===== src/rtl/execute_bru_resolve.sv =====
// Branch resolution stage: registers the BRU result, detects mispredicts,
// holds a one-deep redirect toward fetch and counts mispredicts (saturating).
module execute_bru_resolve #(
  parameter int TAG_W = 6,
  parameter int CNT_W = 16
) (
  input  logic             clk,
  input  logic             resetn,
  input  logic             i_flush,
  input  logic             i_valid,
  output logic             o_ready,
  input  logic [31:0]      i_pc,
  input  logic [31:0]      i_target,
  input  logic [31:0]      i_wavefront,
  input  logic             i_taken,
  input  logic             i_pred_taken,
  input  logic [31:0]      i_pred_target,
  input  logic             i_link_en,
  input  logic [TAG_W-1:0] i_tag,
  output logic             o_redirect_valid,
  input  logic             i_redirect_ready,
  output logic [31:0]      o_redirect_pc,
  output logic             o_wb_valid,
  output logic [TAG_W-1:0] o_wb_tag,
  output logic             o_wb_link,
  output logic [31:0]      o_wb_value,
  output logic             o_wb_excp,
  output logic [CNT_W-1:0] o_mispredict_cnt
);

  typedef enum logic {IDLE, PENDING} state_t;

  state_t             state_p1, state_nxt;
  logic               vld_p1;
  logic [TAG_W-1:0]   tag_p1;
  logic               link_p1;
  logic [31:0]        value_p1;
  logic               excp_p1;
  logic [31:0]        redirect_pc_p1;
  logic [CNT_W-1:0]   cnt_p1;

  logic               accept;
  logic               excp;
  logic               mispredict;
  logic [31:0]        actual;
  logic               pc_unused;

  // Increment that sticks at all-ones instead of wrapping.
  function automatic logic [CNT_W-1:0] sat_inc(input logic [CNT_W-1:0] cnt);
    if (&cnt) return cnt;
    return cnt + 1'b1;
  endfunction

  // The branch PC is carried for debug visibility only; the link value
  // arrives precomputed from the AGU.
  assign pc_unused = ^i_pc;

  assign o_ready    = (state_p1 == IDLE) | i_redirect_ready;
  assign accept     = i_valid & o_ready & ~i_flush;
  assign actual     = i_taken ? i_target : i_wavefront;
  assign excp       = i_taken & (i_target[1:0] != 2'b00);
  // A faulting branch never redirects; not-taken vs not-taken ignores target.
  assign mispredict = ~excp & ((i_taken != i_pred_taken) |
                               (i_taken & (i_target != i_pred_target)));

  // Next-state: flush wins, a new mispredict (re)arms, a handshake releases.
  always_comb begin
    state_nxt = state_p1;
    if (i_flush)
      state_nxt = IDLE;
    else if (accept && mispredict)
      state_nxt = PENDING;
    else if (state_p1 == PENDING && i_redirect_ready)
      state_nxt = IDLE;
  end

  // ---- stage p0 -> p1 boundary: register completion, redirect and counter
  always_ff @(posedge clk) begin
    if (!resetn) begin
      state_p1       <= IDLE;
      vld_p1         <= 1'b0;
      tag_p1         <= '0;
      link_p1        <= 1'b0;
      value_p1       <= '0;
      excp_p1        <= 1'b0;
      redirect_pc_p1 <= '0;
      cnt_p1         <= '0;
    end else begin
      state_p1 <= state_nxt;
      if (accept) begin
        vld_p1   <= 1'b1;
        tag_p1   <= i_tag;
        link_p1  <= i_link_en & ~excp;
        value_p1 <= i_wavefront;
        excp_p1  <= excp;
        if (mispredict) begin
          redirect_pc_p1 <= actual;
          cnt_p1         <= sat_inc(cnt_p1);
        end
      end else begin
        vld_p1 <= 1'b0;
      end
    end
  end

  assign o_redirect_valid = (state_p1 == PENDING);
  assign o_redirect_pc    = redirect_pc_p1;
  assign o_wb_valid       = vld_p1;
  assign o_wb_tag         = tag_p1;
  assign o_wb_link        = link_p1;
  assign o_wb_value       = value_p1;
  assign o_wb_excp        = excp_p1;
  assign o_mispredict_cnt = cnt_p1;

endmodule


===== config.mk =====
export PLATFORM = sky130hd
export DESIGN_NAME = execute_bru_resolve
export DESIGN_NICKNAME = d
export VERILOG_FILES = /design/src/rtl/execute_bru_resolve.sv
export SDC_FILE = /design/constraint.sdc
export NUM_CORES = 1
export LEC_CHECK = 0
export ABC_CLOCK_PERIOD_IN_PS = 1850
export BUFFER_PORTS_ARGS = -buffer_cell sky130_fd_sc_hd__buf_2
export CAP_MARGIN = 5
export CORE_MARGIN = 4
export CORE_UTILIZATION = 35
export CTS_CLUSTER_SIZE = 14
export DETAILED_ROUTE_END_ITERATION = 8
export PLACE_DENSITY = 0.68
export SYNTH_ARGS = -nofsm -noshare
export SYNTH_HDL_FRONTEND = slang
export SYNTH_SLANG_ARGS = --single-unit

===== constraint.sdc =====
create_clock -name clk -period 1.85 [get_ports clk]
set_input_delay 0 -clock clk [delete_from_list [all_inputs] [get_ports clk]]
set_output_delay 0 -clock clk [all_outputs]
set_load 0.05 [all_outputs]

==> run metrics <==
Filler Cell Count 993; # clock sinks 90; antenna violations before repair 1; final hold vios 0; pre-CTS setup slack -0.5815 ns; Iter 0 DRT Violations 237; Chip Width 117.7 µm; Worst-Margin Slew 0.5635 ns; synth warn 0; status completed; Pwr per Cell Area 774.5 mW/mm²; Setup-failing EPs final 0; Pleak 0.003072 µW; sequential area share after synthesis 42.79%; area delta synth->final 65.02%; Setup TNS 0 ns; commonest non-fill, non-tap cells in the layout buf_2 (196), nand2_1 (85), dfxtp_1 (80); CP arrival 2.06 ns; wirelength, routed 16.38 mm; Overall Global Routing Usage 21.08%; GP Congestion 0.8492; FF+latch count, synth 90; syn avg cell area 8.808 µm²; Antenna Cells 0; Post-route DRC 0; CTS Buffer Depth 2; VDD IR max 0.0004897 V; share of post-route cells with drive strength above 1 44.59%; via count 4,736; R2R Setup Slk 0.13 ns; Antenna Nets Post-Route 0; WS Path Type input pin to flip-flop; worst setup margin 0.04210 ns; final worst path period share 97.72%; unrepaired setup endpoints after global routing true; Top FF cell, synth dfxtp_1; IO buf count 200; CTS H-tree lvls 3; io pins 233; Post-synth ARST share 0%; crit path time final 1.808 ns; Cells after Synth 478; Worst slew margin 62.43%; vias in the first global route 4,705; Synth Cell Area 0.004210 mm²; EDFF count, synth 0; Overflow after GRT 0; Num CTS Buffers 9; main area contributors after synthesis dfxtp_1 (43%), a21oi_1 (9.3%), mux2i_1 (9.0%), nand2_1 (7.7%), xor2_1 (5.8%); commonest non-fill, non-tap cell in the layout buf_2; WP data required 2.10 ns; first-pass GRT wire length 23.78 mm; # rows 39; post-synth top area cell dfxtp_1; critical path fanouts, max 8; clk root buf clkbuf_16; Wirelength per Cell 18.37 µm; Vias/cell 5.309; die height 117.7 µm; core area 0.01161 mm²; Clock Skews 0.006648 ns; max cap viols 0; f_max 553.1 MHz; Setup crit start kind input pin; Initial Util 36.25%; Max Slew Vio Count 0; DIE AREA 0.01385 mm²; Synth Net Count 621; HP Class input pin to flip-flop; Crit. End Element flip-flop; worst-skew pair later-pin latency 0.34 ns; Reg clk slew, reported paths 0.07 ns; Yosys cell types 38; DP HPWL 10.50 mm; post-layout util 59.83%; share of the synthesized area in the top cell type 42.79%; largest net degree at the start of global routing 68; nets@finish 887; CTS tree built; DR pass1 iterations 4
==> sequential cells by signal, indices dropped and copies added, names as in the netlist <==
register / cells
o_wb_link: 1
o_redirect_valid: 1
o_mispredict_cnt: 16
o_redirect_pc: 32
o_wb_excp: 1
o_wb_valid: 1
o_wb_value: 32
o_wb_tag: 6
==> through the flow <==
stage / instances / instance area (µm²) / hold WS [ns] / power [µW]
6_report: 892 / 6948 / 0.04598 / 5381
5_1_grt: 892 / 6948 / 0.06767 / 5575
4_1_cts: 880 / 6437 / 0.03012 / 5350
3_5_place_dp: 822 / 5614 / 0.1863 / 3018
3_3_place_gp: 822 / 5614 / 0.1798 / 3003
2_1_floorplan: 478 / 4264 / 0.06872 / 2646
==> layer usage <==
layer	global-route usage [%]	up-vias	routed length, µm
li1	-	2279	-
met1	24.72	2225	6745
met2	36.33	194	8166
met3	4.998	36	941
met4	9.744	2	516
met5	0	-	13
==> where the power goes <==
group | internal, µW | switching (µW)
Combinational | 405 | 668
Sequential | 2000 | 44.8
Clock | 1490 | 768
Total | 3900 | 1480
==> cell families after synthesis <==
| logic type | count (synthesis) | share of synthesized area (%) |
|---|---|---|
| fa+ha+maj | 1 | 0.2971 |
| compound gates | 129 | 20.74 |
| buf+inv | 43 | 4.458 |
| mux | 38 | 9.034 |
| simple gates | 145 | 16.02 |
| flops | 90 | 42.79 |
| xor+xnor | 32 | 6.657 |
==> worst max-delay path, cell delays in order <==
cell and delay [ns]:
buf_6 0.10, xor2_2 0.18, nor4_4 0.31, buf_4 0.16, nand4_1 0.15, or4_4 0.65
clkbuf_16 0.24, a311oi_2 0.26
==> cells in the mapped netlist, types with 3 or more instances <==
cell type  number
a311oi_2       10
o21ai_0         3
a311oi_1       22
o311ai_0        3
a21oi_1        78
nand3_1         9
dfxtp_1        90
nand2_1        86
nor4_1         12
and3_1          3
xor2_1         28
buf_2           6
or4_1           5
xnor2_1         4
nor2_1          8
o41ai_1         3
nand2b_1        8
mux2i_1        38
inv_1           3
clkbuf_1       28
nand4_1         7
o31ai_1         4
==> what timing repair did <==
action,4_1_cts,5_1_grt
hold buffers,41,0
pin swaps,1,7
cloned,1,11
endpoints found under the hold margin,40,0
gates resized for setup,5,62
endpoints found under the setup margin,40,41
buffers inserted,0,1
==> layout make-up <==
class / instances / area (µm²) / share of cell area, %
multi-input cells: 346 / 2534 / 36.47
repair buffers: 293 / 2016 / 29.01
flip-flops and latches: 90 / 1837 / 26.44
clock inverters: 5 / 125.1 / 1.801
well taps: 143 / 178.9 / 2.575
clock buffers: 11 / 242.7 / 3.494
inverters: 4 / 15.01 / 0.2161
==> worst paths after layout <==
path | depth (start not counted) | startpoint | end
setup / recovery | 8 | i_target[6] | o_redirect_pc[8]
hold / removal | 3 | i_target[24] | o_redirect_pc[24]
setup reg to reg | 7 | o_mispredict_cnt[0] | o_mispredict_cnt[9]
hold reg to reg | 2 | o_wb_value[17] | o_wb_value[17]
Power figures use the tool's default switching activity.
